$ cat config.mk
export PLATFORM = sky130hd
export DESIGN_NAME = pm_seq_regs_flat
export DESIGN_NICKNAME = d
export VERILOG_FILES = /design/src/rtl/pm_seq_regs_pkg.sv /design/src/rtl/pm_seq_regs_if.sv /design/src/rtl/pm_seq_regs_lifo.sv /design/src/rtl/pm_seq_regs.sv /design/src/flat_wrapper.sv
export SDC_FILE = /design/constraint.sdc
export NUM_CORES = 1
export LEC_CHECK = 0
export CAP_MARGIN = 20
export CORE_ASPECT_RATIO = 1.2
export CORE_UTILIZATION = 43
export CTS_BUF_LIST = sky130_fd_sc_hd__clkbuf_2
export DETAILED_ROUTE_END_ITERATION = 8
export GPL_ROUTABILITY_DRIVEN = 0
export PLACE_DENSITY = 0.81
export SLEW_MARGIN = 0
export SYNTH_ARGS = -nofsm -noshare
export SYNTH_HDL_FRONTEND = slang
export SYNTH_SLANG_ARGS = --single-unit
$ cat constraint.sdc
create_clock -name clk -period 2.2 [get_ports clk]
set_clock_uncertainty 0.2 [all_clocks]
set_input_delay 0.33 -clock clk [delete_from_list [all_inputs] [get_ports clk]]
set_output_delay 0.33 -clock clk [all_outputs]
set_load 0.05 [all_outputs]
$ cat src/rtl/pm_seq_regs_pkg.sv
`default_nettype none
// ============================================================================
// Package : pm_pkg
// Shared constants and types for the 4-bit microprogram sequencer slice.
// Revision: 1.0 - initial release
// ============================================================================
package pm_pkg;

    localparam int PM_W = 4;

    localparam logic [1:0] SEL_UPC = 2'b00;
    localparam logic [1:0] SEL_AR  = 2'b01;
    localparam logic [1:0] SEL_STK = 2'b10;
    localparam logic [1:0] SEL_DIR = 2'b11;

    typedef enum logic [1:0] {
        NOP  = 2'd0,
        PUSH = 2'd1,
        POP  = 2'd2,
        CLR  = 2'd3
    } stk_op_e;

    // Clear dominates the file-enable controls.
    function automatic stk_op_e stk_decode(input logic sclr, input logic fe, input logic pup);
        stk_op_e op;
        op = NOP;
        if (sclr)
            op = CLR;
        else if (fe)
            op = pup ? PUSH : POP;
        return op;
    endfunction

endpackage
`default_nettype wire

$ cat src/rtl/pm_seq_regs_if.sv
`default_nettype none
// ============================================================================
// Interface : pm_seq_regs_if
// Control/data bundle between the sequencer register file and its driver.
// Revision  : 1.0 - initial release
// ============================================================================
interface pm_seq_regs_if
    import pm_pkg::*;
#(
    parameter int W     = PM_W,
    parameter int DEPTH = 4
);
    localparam int CW = $clog2(DEPTH) + 1;

    logic [W-1:0]  y_in;
    logic          cin;
    logic [W-1:0]  ar_din;
    logic          ar_ld;
    logic          fe;
    logic          pup;
    logic          sclr;
    logic [W-1:0]  upc;
    logic [W-1:0]  ar;
    logic [W-1:0]  stk_top;
    logic          cout;
    logic [CW-1:0] sp;
    logic          full;
    logic          empty;
    logic          stk_err;

    modport master (
        output y_in, cin, ar_din, ar_ld, fe, pup, sclr,
        input  upc, ar, stk_top, cout, sp, full, empty, stk_err
    );

    modport slave (
        input  y_in, cin, ar_din, ar_ld, fe, pup, sclr,
        output upc, ar, stk_top, cout, sp, full, empty, stk_err
    );

endinterface
`default_nettype wire

$ cat src/rtl/pm_seq_regs_lifo.sv
`default_nettype none
// ============================================================================
// Module  : pm_lifo
// Subroutine return stack with occupancy count and overflow/underflow pulse.
// Revision: 1.0 - initial release
// ============================================================================
module pm_lifo #(
    parameter int W     = 4,
    parameter int DEPTH = 4
) (
    input  wire logic                       clk,
    input  wire logic                       rst,
    input  wire logic                       push,
    input  wire logic                       pop,
    input  wire logic                       clr,
    input  wire logic [W-1:0]               din,
    output logic      [W-1:0]               top,
    output logic      [$clog2(DEPTH):0]     sp,
    output logic                            full,
    output logic                            empty,
    output logic                            err
);
    localparam int AW = $clog2(DEPTH);
    localparam int CW = AW + 1;

    logic [W-1:0]  r_mem [DEPTH];
    logic [CW-1:0] r_sp;
    logic          r_err;

    logic          w_full;
    logic          w_empty;
    logic [CW-1:0] w_sp_m1;
    logic [AW-1:0] w_wr_idx;
    logic [AW-1:0] w_top_idx;

    assign w_full    = (r_sp == CW'(DEPTH));
    assign w_empty   = (r_sp == '0);
    assign w_sp_m1   = r_sp - CW'(1);
    assign w_wr_idx  = r_sp[AW-1:0];
    assign w_top_idx = w_sp_m1[AW-1:0];

    always_ff @(posedge clk or posedge rst) begin
        if (rst) begin
            r_sp  <= '0;
            r_err <= 1'b0;
            for (int i = 0; i < DEPTH; i++)
                r_mem[i] <= '0;
        end else if (clr) begin
            // Entries are left stale; only sp is rewound.
            r_sp  <= '0;
            r_err <= 1'b0;
        end else if (push) begin
            if (w_full) begin
                r_err <= 1'b1;
            end else begin
                r_mem[w_wr_idx] <= din;
                r_sp            <= r_sp + CW'(1);
                r_err           <= 1'b0;
            end
        end else if (pop) begin
            if (w_empty) begin
                r_err <= 1'b1;
            end else begin
                r_sp  <= w_sp_m1;
                r_err <= 1'b0;
            end
        end else begin
            r_err <= 1'b0;
        end
    end

    assign top   = w_empty ? '0 : r_mem[w_top_idx];
    assign sp    = r_sp;
    assign full  = w_full;
    assign empty = w_empty;
    assign err   = r_err;

endmodule
`default_nettype wire

$ cat src/rtl/pm_seq_regs.sv
`default_nettype none
// ============================================================================
// Module  : pm_seq_regs
// Sequencer register file: microprogram counter, address register, stack.
// Revision: 1.0 - initial release
// ============================================================================
module pm_seq_regs
    import pm_pkg::*;
#(
    parameter int W     = PM_W,
    parameter int DEPTH = 4
) (
    input  wire logic   clk,
    input  wire logic   rst,
    pm_seq_regs_if.slave bus
);
    localparam int CW = $clog2(DEPTH) + 1;

    logic [W-1:0]  r_upc;
    logic [W-1:0]  r_ar;

    logic [W:0]    w_sum;
    stk_op_e       w_op;
    logic [W-1:0]  w_top;
    logic [CW-1:0] w_sp;
    logic          w_full;
    logic          w_empty;
    logic          w_err;

    assign w_sum = {1'b0, bus.y_in} + (W+1)'(bus.cin);
    assign w_op  = stk_decode(bus.sclr, bus.fe, bus.pup);

    always_ff @(posedge clk or posedge rst) begin
        if (rst) begin
            r_upc <= '0;
            r_ar  <= '0;
        end else begin
            r_upc <= w_sum[W-1:0];
            if (bus.ar_ld)
                r_ar <= bus.ar_din;
        end
    end

    // Push samples r_upc before this edge updates it.
    pm_lifo #(
        .W     (W),
        .DEPTH (DEPTH)
    ) u_lifo (
        .clk   (clk),
        .rst   (rst),
        .push  (w_op == PUSH),
        .pop   (w_op == POP),
        .clr   (w_op == CLR),
        .din   (r_upc),
        .top   (w_top),
        .sp    (w_sp),
        .full  (w_full),
        .empty (w_empty),
        .err   (w_err)
    );

    assign bus.upc     = r_upc;
    assign bus.ar      = r_ar;
    assign bus.cout    = w_sum[W];
    assign bus.stk_top = w_top;
    assign bus.sp      = w_sp;
    assign bus.full    = w_full;
    assign bus.empty   = w_empty;
    assign bus.stk_err = w_err;

endmodule
`default_nettype wire
$ cat src/flat_wrapper.sv
// flat-port wrapper written by rule: the top's interface ports become plain ports
module pm_seq_regs_flat import pm_pkg::*;
#(
    parameter int W     = PM_W,
    parameter int DEPTH = 4
)
  (clk, rst, bus_y_in, bus_cin, bus_ar_din, bus_ar_ld, bus_fe, bus_pup, bus_sclr, bus_upc, bus_ar, bus_stk_top, bus_cout, bus_sp, bus_full, bus_empty, bus_stk_err);
  pm_seq_regs_if #(.W(W), .DEPTH(DEPTH)) bus_i ();
  input  wire logic clk;
  input  wire logic rst;
  input wire logic [$bits(bus_i.y_in)-1:0] bus_y_in;
  input wire logic [$bits(bus_i.cin)-1:0] bus_cin;
  input wire logic [$bits(bus_i.ar_din)-1:0] bus_ar_din;
  input wire logic [$bits(bus_i.ar_ld)-1:0] bus_ar_ld;
  input wire logic [$bits(bus_i.fe)-1:0] bus_fe;
  input wire logic [$bits(bus_i.pup)-1:0] bus_pup;
  input wire logic [$bits(bus_i.sclr)-1:0] bus_sclr;
  output wire logic [$bits(bus_i.upc)-1:0] bus_upc;
  output wire logic [$bits(bus_i.ar)-1:0] bus_ar;
  output wire logic [$bits(bus_i.stk_top)-1:0] bus_stk_top;
  output wire logic [$bits(bus_i.cout)-1:0] bus_cout;
  output wire logic [$bits(bus_i.sp)-1:0] bus_sp;
  output wire logic [$bits(bus_i.full)-1:0] bus_full;
  output wire logic [$bits(bus_i.empty)-1:0] bus_empty;
  output wire logic [$bits(bus_i.stk_err)-1:0] bus_stk_err;
  assign bus_i.y_in = bus_y_in;
  assign bus_i.cin = bus_cin;
  assign bus_i.ar_din = bus_ar_din;
  assign bus_i.ar_ld = bus_ar_ld;
  assign bus_i.fe = bus_fe;
  assign bus_i.pup = bus_pup;
  assign bus_i.sclr = bus_sclr;
  assign bus_upc = bus_i.upc;
  assign bus_ar = bus_i.ar;
  assign bus_stk_top = bus_i.stk_top;
  assign bus_cout = bus_i.cout;
  assign bus_sp = bus_i.sp;
  assign bus_full = bus_i.full;
  assign bus_empty = bus_i.empty;
  assign bus_stk_err = bus_i.stk_err;
  pm_seq_regs #(.W(W), .DEPTH(DEPTH)) u_core (.clk(clk), .rst(rst), .bus(bus_i));
endmodule
==> results.md <==
GRT:
- The largest net degree at the start of global routing is 29.
- The number of global-route vias before repair came to 1044.
- The initial antenna violation count is 0.
- In the global route stage, overall resource usage came out at 0.194.
- The total grt overflow is 0.
- The first global-routing pass estimated 4.92 mm of wire.

Clock network:
- The clock tree from TritonCTS is built.
- The buffer type at the clock tree root is sky130_fd_sc_hd__clkbuf_2.
- After clock tree synthesis, the clock-pin slew on the worst setup and hold paths is 250 ps.
- The maximum clock insertion buffer count is 2.
- The number of hold-repair buffers added at the cts stage is 0.
- The count of H-tree levels built during CTS is 1.
- Counting every sink on the clock net gives 28.
- The later pin in the worst-skew pair is clocked with a latency of 360 ps.
- The clock buffer count from CTS is 3.

Layout:
- The final core utilization is 0.627.
- The final standard cell area without fillers is 0.00195 mm².
- The final net count is 165.
- The count of inserted antenna diode cells is 0.
- The area growth from synthesis to layout is 37.4%.
- In the final layout, the share of cells above drive strength 1 is 0.437.

Yosys:
- The share of synthesized flip-flops with an asynchronous set or reset is 1.00.
- Yosys mapped a number of flops with a built-in enable equal to 0.
- Synthesis produced a netlist with a net count of 121.
- The number of flip-flops and latches in the synthesized netlist is 28.
- In the synthesized netlist, the number of instances is 99.
- The synthesized-area fraction occupied by adder cells is 0.0617.
- Averaged over all synthesized cells, the footprint is 14.3 µm².
- By area the synthesized netlist is led by sky130_fd_sc_hd__dfrtp_1, sky130_fd_sc_hd__mux2_2, sky130_fd_sc_hd__mux4_2.
- The post-synthesis cell type count is 24.
- The share of the synthesized area in compound gates (AO/OA/AOI/OAI) is 0.0141.
- The post-synthesis mux area share is 0.256.
- Sorting the synthesized cells by how often they occur yields sky130_fd_sc_hd__dfrtp_1, sky130_fd_sc_hd__mux2_2, sky130_fd_sc_hd__ha_1, sky130_fd_sc_hd__nor2_1, sky130_fd_sc_hd__nor2b_1.
- The most used flip-flop cell after synthesis is sky130_fd_sc_hd__dfrtp_1.
- The synthesized-area fraction occupied by xor and xnor cells is 0.0247.
- After synthesis, the largest family of logic cells by area is multiplexers.
- The share of synthesized area in the top cell type comes to 0.493.
- The area of the mapped netlist is 0.00142 mm².
- The fraction of the mapped netlist area in simple logic gates is 0.127.
- The number of warnings reported in the yosys synthesis log is 0.
- Of the synthesized area, sequential elements account for 0.493.
- The most used standard cell by instance count after synthesis is sky130_fd_sc_hd__dfrtp_1.
- The largest total area in the synthesized netlist belongs to sky130_fd_sc_hd__dfrtp_1.

Drt:
- The count of nets left with antenna violations once routing finished came out at 0.
- The mean routed wirelength per cell is 15.7 µm.
- The first TritonRoute pass finished after 4 iterations.
- Across all layers, the routed design uses 949 vias.
- Dividing the detail-routed via count by the number of cells gives 5.33.
- After detailed routing, the number of remaining DRC violations is 0.
- The initial detailed-routing violation count is 4.
- The total wire length after detailed routing is 2.80 mm.

Critical path:
- The delay of the slowest cell on the worst path is 500 ps.
- The required time at the endpoint of the critical path is 1670 ps.
- The critical path ends at bus_stk_top[2].
- The endpoint identified for the worst register-to-register timing path is u_core.u_lifo.r_mem[0]$_DFFE_PP0P_.
- For this design, the slowest cell found on the critical path is sky130_fd_sc_hd__mux4_2.
- The number of buffers and inverters on the critical path is 2.
- The worst setup path startpoint is u_core.u_lifo.sp[0]$_DFFE_PP0P_.
- Across all register-to-register paths, the minimum setup slack is 280 ps.
- The startpoint of the lowest-slack register-to-register path is u_core.u_lifo.sp[0]$_DFFE_PP0P_.
- For the worst flop-to-flop path, the logic depth is 5.
- Walking the worst path, the cells encountered are inv_4, ha_4, mux4_2, nor2b_4, buf_6.
- The instance count on the critical path is 5.
- Data arrives at the worst endpoint at around 2000 ps.
- The type of origin of the critical path is a register.
- The kind of critical path is reg -> out.
- Of all nets on the critical path, the largest fanout is 4.
- The capturing element type of the critical path is an output pin.
- The critical path's top delay family is multiplexers.

Pwr:
- The total design power is 1830 µW.
- Of the total power, registers draw 0.405.
- The share of total power dissipated in combinational logic is 0.493.
- Dividing total power by cell area gives a power density of 938 mW/mm².
- Of the total power, the share spent switching nets is 0.363.
- The leakage dissipation is 0.000900 µW.
- The portion of total power attributed to the clock network is 0.102.
- The internal power of the cells totals 1170 µW.
- The maximum resistive drop on vdd is between 0.0006 and 0.0007 V.
- The switching power is 664 µW.

Timing:
- In the post-route analysis, the smallest setup slack over all paths is -280 ps.
- The worst max-slew margin expressed relative to the limit is 0.663.
- Setup repair after global routing could not meet its margin everywhere.
- The worst path in the final design needs a cycle of 2480 ps, including I/O delays and setup.
- The total of endpoints with negative setup slack in the final report is 4.
- The post-route clock period utilization is 1.13.
- The number of max-slew violations in the final report is 0.
- The final-report hold violation count is 0.
- At the pin with the least slew margin, the transition time is 504 ps.
- Static timing analysis puts the maximum clock frequency at between 400 and 500 MHz.
- Setup total negative slack on the finished layout was measured at -1060 ps.

Floorplanning:
- For this configuration, the core starts out at a cell density of 0.457.
- The area of the core is around 0.0031 mm².
- From bottom edge to top edge, the die measures 65.0 µm.
- After floorplanning, the core was divided into 22 placement rows.
- The chip width is approximately 54 µm.
- The I/O pin count is 34.
- The area enclosed by the die boundary is between 0.003 and 0.004 mm².

Outcome:
- The run finished, with violations left.
- The checks that failed: negative setup slack.

Worst hold path:
- In this run the worst hold path is classified as in -> async.

Placement:
- The HPWL reported at the end of detailed placement is roughly 2.1 mm.
- Before CTS, the worst setup slack after placement is -23.6 ps.
- The placement-stage cell area is about 0.0019 mm².
- The number of I/O port buffers is 33.

Flow run:
- Across the run, the number of max-cap violations was 0.
worst min-delay path by stage:
stage | end | slack [ps] | cells after the start
after global routing | u_core.u_lifo.r_mem[12]$_DFFE_PP0P_ | 90 | 3
after global placement | u_core.u_lifo.r_mem[4]$_DFFE_PP0P_ | 290 | 1
after floorplan | u_core.bus.ar[0]$_DFFE_PP0P_ | 200 | 1
final | u_core.bus.upc[1]$_DFF_PP0_ | 90 | 3
after detailed placement | u_core.u_lifo.r_mem[13]$_DFFE_PP0P_ | 290 | 1
after CTS | u_core.bus.upc[1]$_DFF_PP0_ | 90 | 3
cells in the final DEF (no fill, tap or decap), types with 2 or more instances in the layout:
master and n:
sky130_fd_sc_hd__dfrtp_1 26, sky130_fd_sc_hd__clkdlybuf4s50_1 19, sky130_fd_sc_hd__mux2_2 18, sky130_fd_sc_hd__buf_4 9, sky130_fd_sc_hd__ha_1 6, sky130_fd_sc_hd__dlygate4sd2_1 6, sky130_fd_sc_hd__nor2_1 5, sky130_fd_sc_hd__nor2b_4 4
sky130_fd_sc_hd__mux2_4 4, sky130_fd_sc_hd__mux4_2 4, sky130_fd_sc_hd__buf_12 4, sky130_fd_sc_hd__and3_1 3, sky130_fd_sc_hd__clkbuf_2 3, sky130_fd_sc_hd__buf_6 3, sky130_fd_sc_hd__nand2_1 2, sky130_fd_sc_hd__nand2b_1 2
sky130_fd_sc_hd__xnor2_1 2, sky130_fd_sc_hd__inv_1 2, sky130_fd_sc_hd__nor3_4 2, sky130_fd_sc_hd__nor2b_2 2, sky130_fd_sc_hd__xor2_1 2
through the flow:
step | std cells | hold WS, ps
6_report | 178 | 93.0
5_1_grt | 178 | 88.8
4_1_cts | 177 | 91.4
3_5_place_dp | 170 | 290
3_3_place_gp | 170 | 286
2_1_floorplan | 99 | 195
state kept, by name, summed over array words and instances, names as in the netlist:
register and cells:
u_core.u_lifo.err 1, u_core.u_lifo.sp 3, u_core.bus.ar 4, u_core.bus.upc 4
u_core.u_lifo.r_mem 16
power groups by stage:
stage               sequential (µW)  combinational, µW  clock (µW)
CTS                             740                890         197
global placement                746                843           0
floorplan                       823                523           0
detailed placement              754                859           0
global route                    758                955         221
finish                          740                903         187
what timing repair did:
item | CTS | global route
endpoints found under the setup margin | 9 | 5
hold endpoints to repair | 0 | 0
pin swaps | 1 | 1
setup buffers | 3 | 1
gates resized for setup | 9 | 2
kinds of logic after synthesis:
kind of cell / count (synthesis)
xor+xnor: 4
fa+ha+maj: 7
buf+inv: 7
flops: 28
mux: 27
compound gates: 2
simple gates: 24
area by class of cell:
class | count | area [µm²]
clock inverters | 1 | 3.75
fillers | 260 | 1160
clock buffers | 3 | 15.0
repair buffers | 42 | 439
inverters | 4 | 17.5
well taps | 36 | 45.0
flip-flops and latches | 28 | 706
multi-input cells | 64 | 724
layer usage:
| layer | track usage | vias to the layer above | part of all wire |
|---|---|---|---|
| li1 | - | 430 | - |
| met1 | 0.253 | 479 | 0.40 |
| met2 | 0.316 | 34 | 0.53 |
| met3 | 0.0446 | 6 | 0.052 |
| met4 | 0.0513 | 0 | 0.015 |
| met5 | 0 | - | 0 |
tightest hold or removal path: stages:
cell	delay, ps
sky130_fd_sc_hd__clkdlybuf4s50_1	400
sky130_fd_sc_hd__inv_1	50
sky130_fd_sc_hd__buf_4	330
Note: power is estimated with default switching activity, not from simulation.
